[config.mk]
export PLATFORM = sky130hd
export DESIGN_NAME = draw_card_mover
export DESIGN_NICKNAME = d
export VERILOG_FILES = /design/src/rtl/draw_card_mover.sv
export SDC_FILE = /design/constraint.sdc
export NUM_CORES = 1
export LEC_CHECK = 0
export CAP_MARGIN = 20
export CORE_ASPECT_RATIO = 2
export CORE_MARGIN = 10
export CORE_UTILIZATION = 50
export CTS_CLUSTER_DIAMETER = 50
export DETAILED_ROUTE_END_ITERATION = 10
export PLACE_DENSITY_LB_ADDON = 0.1
export SLEW_MARGIN = 5
export SYNTH_ARGS = -nofsm -noshare
export SYNTH_HDL_FRONTEND = slang
export SYNTH_SLANG_ARGS = --single-unit
[constraint.sdc]
create_clock -name clk_i -period 7.08 [get_ports clk_i]
set_clock_uncertainty 0.1 [all_clocks]
set_input_delay 1.416 -clock clk_i [delete_from_list [all_inputs] [get_ports clk_i]]
set_output_delay 1.416 -clock clk_i [all_outputs]
set_load 0.05 [all_outputs]
[src/rtl/draw_card_mover.sv]
// Card sprite overlay for the VGA chain: draws one ROM bitmap in four orientations with
// colour-key transparency, and glides it toward a target one step per frame.
module draw_card_mover #(
   parameter int          CARD_W      = 56,
   parameter int          CARD_H      = 80,
   parameter int          ADDR_W      = 13,
   parameter int          ROM_LATENCY = 1,
   parameter int          STEP        = 4,
   parameter logic [11:0] KEY_RGB     = 12'h0F0
) (
   input  logic              clk_i,
   input  logic              rst_ni,
   input  logic [11:0]       vga_in_hcount_i,
   input  logic [11:0]       vga_in_vcount_i,
   input  logic              vga_in_hsync_i,
   input  logic              vga_in_vsync_i,
   input  logic              vga_in_hblnk_i,
   input  logic              vga_in_vblnk_i,
   input  logic [11:0]       vga_in_rgb_i,
   output logic [11:0]       vga_out_hcount_o,
   output logic [11:0]       vga_out_vcount_o,
   output logic              vga_out_hsync_o,
   output logic              vga_out_vsync_o,
   output logic              vga_out_hblnk_o,
   output logic              vga_out_vblnk_o,
   output logic [11:0]       vga_out_rgb_o,
   input  logic              start_i,
   input  logic [11:0]       x_start_i,
   input  logic [11:0]       y_start_i,
   input  logic [11:0]       x_end_i,
   input  logic [11:0]       y_end_i,
   input  logic [1:0]        angle_i,
   input  logic              clear_i,
   input  logic [11:0]       rgb_pixel_i,
   output logic [ADDR_W-1:0] pixel_addr_o,
   output logic              busy_o,
   output logic              done_o
);

   localparam int          RL     = ROM_LATENCY;
   localparam logic [11:0] STEP12 = 12'(STEP);
   localparam logic [12:0] CW13   = 13'(CARD_W);
   localparam logic [12:0] CH13   = 13'(CARD_H);
   localparam logic [ADDR_W-1:0] CWA = ADDR_W'(CARD_W);
   localparam logic [ADDR_W-1:0] CHA = ADDR_W'(CARD_H);

   typedef enum logic [1:0] {IDLE, WAIT_FRAME, MOVE, LANDED} state_t;

   state_t      state_q;
   logic        vb_prev_q, vis_q, busy_q, done_q;
   logic [11:0] st_x_q, st_y_q, tgt_x_q, tgt_y_q, cur_x_q, cur_y_q;
   logic [1:0]  ang_q, cur_ang_q;
   logic        fe;

   assign fe = vga_in_vblnk_i & ~vb_prev_q;

   function automatic logic [11:0] step_to(input logic [11:0] cur, input logic [11:0] tgt);
      if (tgt >= cur) step_to = ((tgt - cur) > STEP12) ? cur + STEP12 : tgt;
      else            step_to = ((cur - tgt) > STEP12) ? cur - STEP12 : tgt;
   endfunction

   // Shadow position/angle/visibility only change at the frame edge so a frame never tears.
   always_ff @(posedge clk_i) begin
      if (!rst_ni) begin
         state_q   <= IDLE;
         vb_prev_q <= 1'b0;
         vis_q     <= 1'b0;
         busy_q    <= 1'b0;
         done_q    <= 1'b0;
         st_x_q    <= '0;
         st_y_q    <= '0;
         tgt_x_q   <= '0;
         tgt_y_q   <= '0;
         cur_x_q   <= '0;
         cur_y_q   <= '0;
         ang_q     <= '0;
         cur_ang_q <= '0;
      end else begin
         vb_prev_q <= vga_in_vblnk_i;
         done_q    <= 1'b0;
         if (clear_i) begin
            state_q <= IDLE;
            busy_q  <= 1'b0;
            if (fe) vis_q <= 1'b0;
         end else begin
            case (state_q)
               IDLE, LANDED: begin
                  if (fe && state_q == IDLE) vis_q <= 1'b0;
                  if (start_i) begin
                     st_x_q  <= x_start_i;
                     st_y_q  <= y_start_i;
                     tgt_x_q <= x_end_i;
                     tgt_y_q <= y_end_i;
                     ang_q   <= angle_i;
                     busy_q  <= 1'b1;
                     state_q <= WAIT_FRAME;
                  end
               end
               WAIT_FRAME: begin
                  if (fe) begin
                     cur_x_q   <= st_x_q;
                     cur_y_q   <= st_y_q;
                     cur_ang_q <= ang_q;
                     vis_q     <= 1'b1;
                     state_q   <= MOVE;
                  end
               end
               MOVE: begin
                  if (fe) begin
                     if (cur_x_q == tgt_x_q && cur_y_q == tgt_y_q) begin
                        done_q  <= 1'b1;
                        busy_q  <= 1'b0;
                        state_q <= LANDED;
                     end else begin
                        cur_x_q <= step_to(cur_x_q, tgt_x_q);
                        cur_y_q <= step_to(cur_y_q, tgt_y_q);
                     end
                  end
               end
               default: state_q <= IDLE;
            endcase
         end
      end
   end

   logic [12:0]       hc13, vc13, cx13, cy13, box_w, box_h;
   logic [11:0]       ix, iy;
   logic [ADDR_W-1:0] ixa, iya, addr_raw, addr_d;
   logic              inside_d;

   always_comb begin
      hc13  = {1'b0, vga_in_hcount_i};
      vc13  = {1'b0, vga_in_vcount_i};
      cx13  = {1'b0, cur_x_q};
      cy13  = {1'b0, cur_y_q};
      box_w = cur_ang_q[0] ? CH13 : CW13;
      box_h = cur_ang_q[0] ? CW13 : CH13;
      inside_d = vis_q && (hc13 >= cx13) && (hc13 < cx13 + box_w)
                       && (vc13 >= cy13) && (vc13 < cy13 + box_h);
      ix  = vga_in_hcount_i - cur_x_q;
      iy  = vga_in_vcount_i - cur_y_q;
      ixa = ADDR_W'(ix);
      iya = ADDR_W'(iy);
      case (cur_ang_q)
         2'd0:    addr_raw = iya * CWA + ixa;
         2'd1:    addr_raw = ixa * CWA + iya;
         2'd2:    addr_raw = (CHA - 1'b1 - iya) * CWA + (CWA - 1'b1 - ixa);
         default: addr_raw = (CHA - 1'b1 - ixa) * CWA + (CWA - 1'b1 - iya);
      endcase
      addr_d = inside_d ? addr_raw : '0;
   end

   // Timing fields packed as {hcount, vcount, hsync, vsync, hblnk, vblnk, rgb}.
   logic [39:0]       px_q [RL];
   logic              in_q [RL];
   logic [39:0]       out_q;
   logic [ADDR_W-1:0] pixel_addr_q;

   always_ff @(posedge clk_i) begin
      if (!rst_ni) begin
         pixel_addr_q <= '0;
         out_q        <= '0;
         for (int i = 0; i < RL; i++) begin
            px_q[i] <= '0;
            in_q[i] <= 1'b0;
         end
      end else begin
         pixel_addr_q <= addr_d;
         in_q[0]      <= inside_d;
         px_q[0]      <= {vga_in_hcount_i, vga_in_vcount_i, vga_in_hsync_i, vga_in_vsync_i,
                          vga_in_hblnk_i, vga_in_vblnk_i, vga_in_rgb_i};
         for (int i = 1; i < RL; i++) begin
            in_q[i] <= in_q[i-1];
            px_q[i] <= px_q[i-1];
         end
         // rgb_pixel now matches the address issued RL clocks ago.
         out_q[39:12] <= px_q[RL-1][39:12];
         out_q[11:0]  <= (in_q[RL-1] && rgb_pixel_i != KEY_RGB) ? rgb_pixel_i : px_q[RL-1][11:0];
      end
   end

   assign vga_out_hcount_o = out_q[39:28];
   assign vga_out_vcount_o = out_q[27:16];
   assign vga_out_hsync_o  = out_q[15];
   assign vga_out_vsync_o  = out_q[14];
   assign vga_out_hblnk_o  = out_q[13];
   assign vga_out_vblnk_o  = out_q[12];
   assign vga_out_rgb_o    = out_q[11:0];
   assign pixel_addr_o     = pixel_addr_q;
   assign busy_o           = busy_q;
   assign done_o           = done_q;

endmodule

# Word level (Yosys, flattened, before mapping)
# Memory sizes are Yosys's and may differ from the RTL's.
# Cells that the tools add are included.
# word_totals
word_cells	135
register_bits	135
inputBits	106
ramBits	41
mem_count	2
# memory_table
name	words	width	rd	rd_clocked_by_memory_dff	wr	line_no	rtl
px_q	1	40	1	0	1	154	logic [39:0] px_q [RL];
in_q	1	1	1	0	1	155	logic in_q [RL];
# classes
n_eq_ne	15
multipliers	4
order_cmp	10
n_addsub	20
reduce_logical	24
n_bitwise	6
mux	39
# ops
operator	count
12-bit 2-to-1 mux	13
12-bit subtractor	6
12-bit >= comparator	4
12-bit by 3-bit > comparator with 1-bit output (second input constant)	4
12-bit one-hot mux with 2 select lines	2
40-bit 2-to-1 mux	1
40-bit OR reduction	1
13-bit one-hot mux with 3 select lines	1
12-bit by 7-bit adder with 13-bit output	2
13-bit by 12-bit adder with 13-bit output	2
13-bit adder	2
12-bit by 13-bit < comparator with 1-bit output	2
13-bit by 3-bit multiplier with 10-bit output (second input constant)	2
6-bit by 12-bit subtractor with 13-bit output (first input constant)	2
7-bit by 12-bit subtractor with 13-bit output (first input constant)	2
12-bit by 3-bit adder with 12-bit output (second input constant)	2
12-bit == test	2
12-bit by 3-bit multiplier with 10-bit output (second input constant)	2
12-bit by 3-bit subtractor with 12-bit output (second input constant)	2
7-bit 2-to-1 mux	2
1-bit 2-to-1 mux	13
12-bit by 8-bit inequality test with 1-bit output (second input constant)	1
4-bit AND reduction	3
2-bit inequality test (second input constant)	5
other kinds (19)	40

# Logic depth before layout (Yosys ltp)
# Gate-level depths: netlist (run 1).
# depth
depth_word	7
ltp_mapped	30

# Worst setup path before layout (run 1)
# No wires, ideal clock.
# synth_timing
path_type	input -> register
from	input port vga_in_vcount_i[0]
to	register pixel_addr_q[12] (netlist: pixel_addr_o[12])
path_buffers	0
setup_ns	0.079
t_arrival_ns	6.776
setup_slack_ns	0.125
t_required_ns	6.901
stages	26
cell_sequence	inv_1 -> ha_1 -> inv_1 -> fa_1 -> a21oi_1 -> o2111ai_1 -> xor2_1 -> ha_1 -> inv_1 -> o21ai_0 -> xnor2_1 -> inv_1 -> fa_1 -> inv_1 -> ha_1 -> a21oi_1 -> xnor2_1 -> ha_1 -> ha_1 -> o41ai_1 -> xnor2_1 -> xnor3_1 -> xnor3_1 -> mux2i_1 -> nand4_1 -> o211ai_1
# synth_between
elab_chain_cells	5
word_cells_on_any_way	15
classes_between	add/sub (7); mul (2); order compare (2); mux (1); reduce/logical (3)
# synth_lines
item	line_no	rtl
start: declaration	14	input logic [11:0] vga_in_vcount_i,
12-bit subtractor	141	iy = vga_in_vcount_i - cur_y_q;
7-bit by 12-bit subtractor with 13-bit output	147	2'd2: addr_raw = (CHA - 1'b1 - iya) * CWA + (CWA - 1'b1 - ixa);
13-bit by 3-bit multiplier with 10-bit output	147	
13-bit adder	147	
13-bit one-hot mux with 3 select lines	144	case (cur_ang_q)
end signal: assignment	168	pixel_addr_q <= addr_d;
end: declaration	157	logic [ADDR_W-1:0] pixel_addr_q;
# Several ways; a longest one is shown, not always the timed one.
# A chain may end at the register's enable or synchronous reset.

# Final worst setup path (run 1)
# Ends and elaborated chain as after synthesis.

==> results summary, run 1 <==
The clock-pin slew on the worst setup and hold paths is 70 ps. The internal portion of the total power is 3.38 mW. The total clock sinks is 175. The total congestion overflow is 0. The number of max-capacitance violations reported came out at 0.

The global-route wire length before repair came out at 72.7 mm. The number of global-route vias before repair is 14.0k. The core outline area came out at 0.0296 mm2. The number of cells on the worst reg-to-reg path is 25. The die area came out at 0.0378 mm2. The initial antenna violation count came out at 1. The unique cell type count in the Yosys netlist is 93.

The number of nets in the synthesized netlist is 2165. The worst-skew pair later-pin latency is 460 ps. The vias per cell came out at 5.81. Along the worst hold path, the cell count comes to 1.

For this run, the total global-route usage over all layers was measured as 24.4%. Dividing the detail-routed wire length by the instance count gives 19.4 um. The count of nets left with antenna violations once routing finished came out at 0. The count of H-tree levels built during CTS came out at 4. The layout-stage area growth over the synthesis result came out at 21.1%. The number of enable-type register cells in the synthesized netlist is 0. IR analysis of the VDD net gives a maximum drop of 248 uV. The required time of the worst setup path came out at 7310 ps.

The transition time at the pin with the least slew margin is 951 ps. The net switching power came out at 2.51 mW. The area of combinational cells with multiple inputs is 0.0107 mm2. The compound-gate portion of the synthesized area came out at 21.3%. The xor/xnor cell area share of the yosys netlist came out at 7.32%. The number of CTS-inserted buffers is 17. The placed cell count came out at 2377. The root buffer cell is clkbuf_16. The peak per-stage delay on the critical path is 530 ps. The worst min-delay path category is reg -> reg. The most critical setup path has its endpoint at pixel_addr_o[12]. The kind of cell with the highest combined delay along the critical path is adder cells. Yosys printed 0 warnings. Summed over all instances, the cell type with the most area after synthesis is dfxtp_1. The clock tree from TritonCTS is done. The proportion of total power due to net switching is 42.6%. The count of fill cells added during filler insertion came out at 2726. The number of port buffers is 160. The final hold violation count was 0. The number of rows created at floorplan is 89. The slowest stage of the critical path belongs to the cell fa_1. The buffers plus inverters on the worst setup path came out at 7. The design area came out at 0.0182 mm2.

The worst slack at placement is -485 ps. The arrival time of data at the critical path endpoint is 7130 ps. The worst setup path is launched from a primary input. The leakage power is 7.78 nW.

The critical path in this run is classified as in -> reg. The first-pass iteration count of the detailed router is 6. The maximum operating frequency is 145 MHz.

The portion of total power attributed to the clock network is 16.1%. Pin placement for this block handled 161 I/O pins. Leaving out fill and tap cells, the most frequent cell in the layout is nand2_1. The die extent in x came out at 143 um.

Sorting the synthesized cells by area gives the leading types as dfxtp_1 23%, ha_1 16%, nand2_1 5.1%, xnor2_1 4.7%, fa_1 4.0%. The per-instance average area after synthesis is 8.21 um2. After detailed placement, the total cell area comes to 0.0175 mm2. The number of nets in the layout is 2369.

The worst-case headroom to the max-slew limit is 36.4%. The worst reg2reg path endpoint is pixel_addr_o[12]. The sequential share of power came out at 17.8%.

The worst register-to-register path begins at cur_y_q[0]. The completed layout was analyzed and its total power is 5.89 mW. The number of cells in the finished layout apart from fillers is 2412. In the routed design, unresolved DRC markers number 0. The worst-case register-to-register setup slack is 1110 ps.

The final wirelength came out at 46.7 mm. The most used flip-flop cell after synthesis is dfxtp_1. The final worst slack is 178 ps. By area, the combinational part of the netlist is dominated by compound AO/OA/AOI/OAI gates. The final HPWL from detailed placement is 38.2 mm.

Setup violations remaining at the end of the flow were counted as 0. Across all layers, the routed design uses 14.0k vias. The sequential fraction of the synthesis area is 23.3%. The maximum root-to-sink buffer count is 2. The post-synthesis share of cell area spent on and, or, nand and nor gates came out at 19.4%. The sequential cells in the finished layout cover a total of 0.00350 mm2. Routability-driven placement finished with a final weighted congestion of 0.951.

The share of power burned in combinational logic is 66.1%. The mux cell area share after synthesis is 1.97%. The number of storage elements in the synthesis netlist is 175. Dividing total power by cell area gives a power density of 323 mW/mm2. The post-synthesis async set-or-reset flop share came out at 0%. The top fanout value on the critical path is 4. The violation count after the first detailed-routing iteration is 890. In the layout the commonest cells are 204 x nand2_1, 196 x ha_1, 175 x dfxtp_1, 159 x clkdlybuf4s50_1, 156 x inv_1. The beginning of the critical path is vga_in_vcount_i[0]. The portion of synthesized cell area occupied by the leading cell type is 23.3%.

The share of post-route cells with drive strength above 1 came out at 9.53%. The run finished with clean final reports. The post-synthesis adder-cell area fraction is 20.6%. Synthesis produced 1831 cells. The share of the clock period used by the worst path after layout is 97.5%. The critical path crosses 27 cells after its start point. The cell area after synthesis is 0.0150 mm2. The final number of max-transition violations is 0. Entering global routing, the biggest net connects 85 pins.

STA classifies the critical path endpoint as a register. The initial standard-cell utilization of the core is 50.8%. In this run the vertical extent of the chip is 265 um. The time the final worst path needs with I/O delays and setup came out at 6900 ps.
flip-flops by register name, indices dropped and copies added (netlist names), 2 cells and up:
name	count
st_x_q	12
pixel_addr_o	13
tgt_x_q	12
tgt_y_q	12
st_y_q	12
cur_x_q	12
px_q	40
ang_q	2
cur_ang_q	2
cur_y_q	12
state_q	2
out_q	40
metal layers:
| metal | part of all wire, % | routed length [um] | track usage [%] |
|---|---|---|---|
| met5 | 0 | 0 | 0 |
| met4 | 7.1 | 3300 | 16.9 |
| met3 | 3.6 | 1690 | 3.41 |
| met2 | 55 | 25800 | 47.3 |
| met1 | 34 | 16000 | 22.4 |
layout make-up:
| cell class | instances | share of cell area [%] |
|---|---|---|
| clock buffer | 17 | 2.34 |
| tap | 364 | 2.50 |
| antenna | 1 | 0.0137 |
| clock inverter | 14 | 0.831 |
| sequential | 175 | 19.2 |
| multi-input combinational | 1421 | 58.9 |
| timing repair buffer | 261 | 12.9 |
| inverter | 159 | 3.28 |
power by group through the flow:
stage | Sequential [mW] | Clock (mW) | Combinational (mW)
after floorplan | 1.09 | 0 | 2.64
after global placement | 1.07 | 0 | 3.67
after detailed placement | 1.07 | 0 | 3.74
after CTS | 1.05 | 0.968 | 3.80
after global routing | 1.05 | 0.998 | 4.24
final | 1.05 | 0.948 | 3.89
kinds of logic after synthesis:
logic type | count (synthesis)
multiplexers | 24
XOR/XNOR | 121
adder cells (fa/ha/maj) | 230
AO/OA/AOI/OAI | 454
buffers and inverters | 235
AND/OR/NAND/NOR | 592
flip-flops | 175
cells in the mapped netlist, drive strengths merged (37+ instances only):
cell and number:
xnor2 81, a21oi 98, xor2 37, inv 159, nor2 102, and2 71
nand3 41, nor3 52, nand2 205, a21boi 65, o21ai 71, clkbuf 61
dfxtp 175, ha 198
worst register-to-register path: stages, from the launching register on:
cell	delay [ps]
dfxtp_1	490
ha_2	250
inv_1	50
fa_1	410
a21oi_2	230
buf_4	140
o21bai_1	90
xor2_2	260
inv_2	80
fa_1	530
inv_1	50
ha_1	330
a21o_1	200
a21oi_2	170
xnor2_1	140
ha_1	280
ha_4	260
nand3_1	90
o211ai_1	140
o41ai_2	350
xnor2_1	160
xnor3_1	410
xnor3_1	210
mux2i_1	200
buf_4	140
o211ai_1	90
metrics by stage:
stage	TNS (ps)	utilization [%]	hold slack [ps]
6_report	0	61.5	334
2_1_floorplan	0	-	312
3_3_place_gp	-343	59.1	314
5_1_grt	-39.9	61.5	344
4_1_cts	0	61.1	336
3_5_place_dp	-485	59.1	319
how the worst min path moves through the flow:
stage / startpoint / endpoint
floorplan: px_q[0][13] / out_q[13]
global placement: px_q[0][30] / out_q[30]
detailed placement: px_q[0][33] / out_q[33]
CTS: px_q[0][32] / out_q[32]
global route: px_q[0][32] / out_q[32]
finish: px_q[0][32] / out_q[32]
what timing repair did:
action                     CTS  global route
hold buffers                 0             0
setup endpoints to repair    1             1
pin swaps                    0             8
resized for setup            1            20
buffers inserted             0             3
Power figures use the tool's default switching activity.
==> run 2: changes to the inputs <==
CTS_CLUSTER_DIAMETER = not set   (was 50)
==> results of run 2 <==
No change in the layout: final DEF, timing and power equal those of run 1.
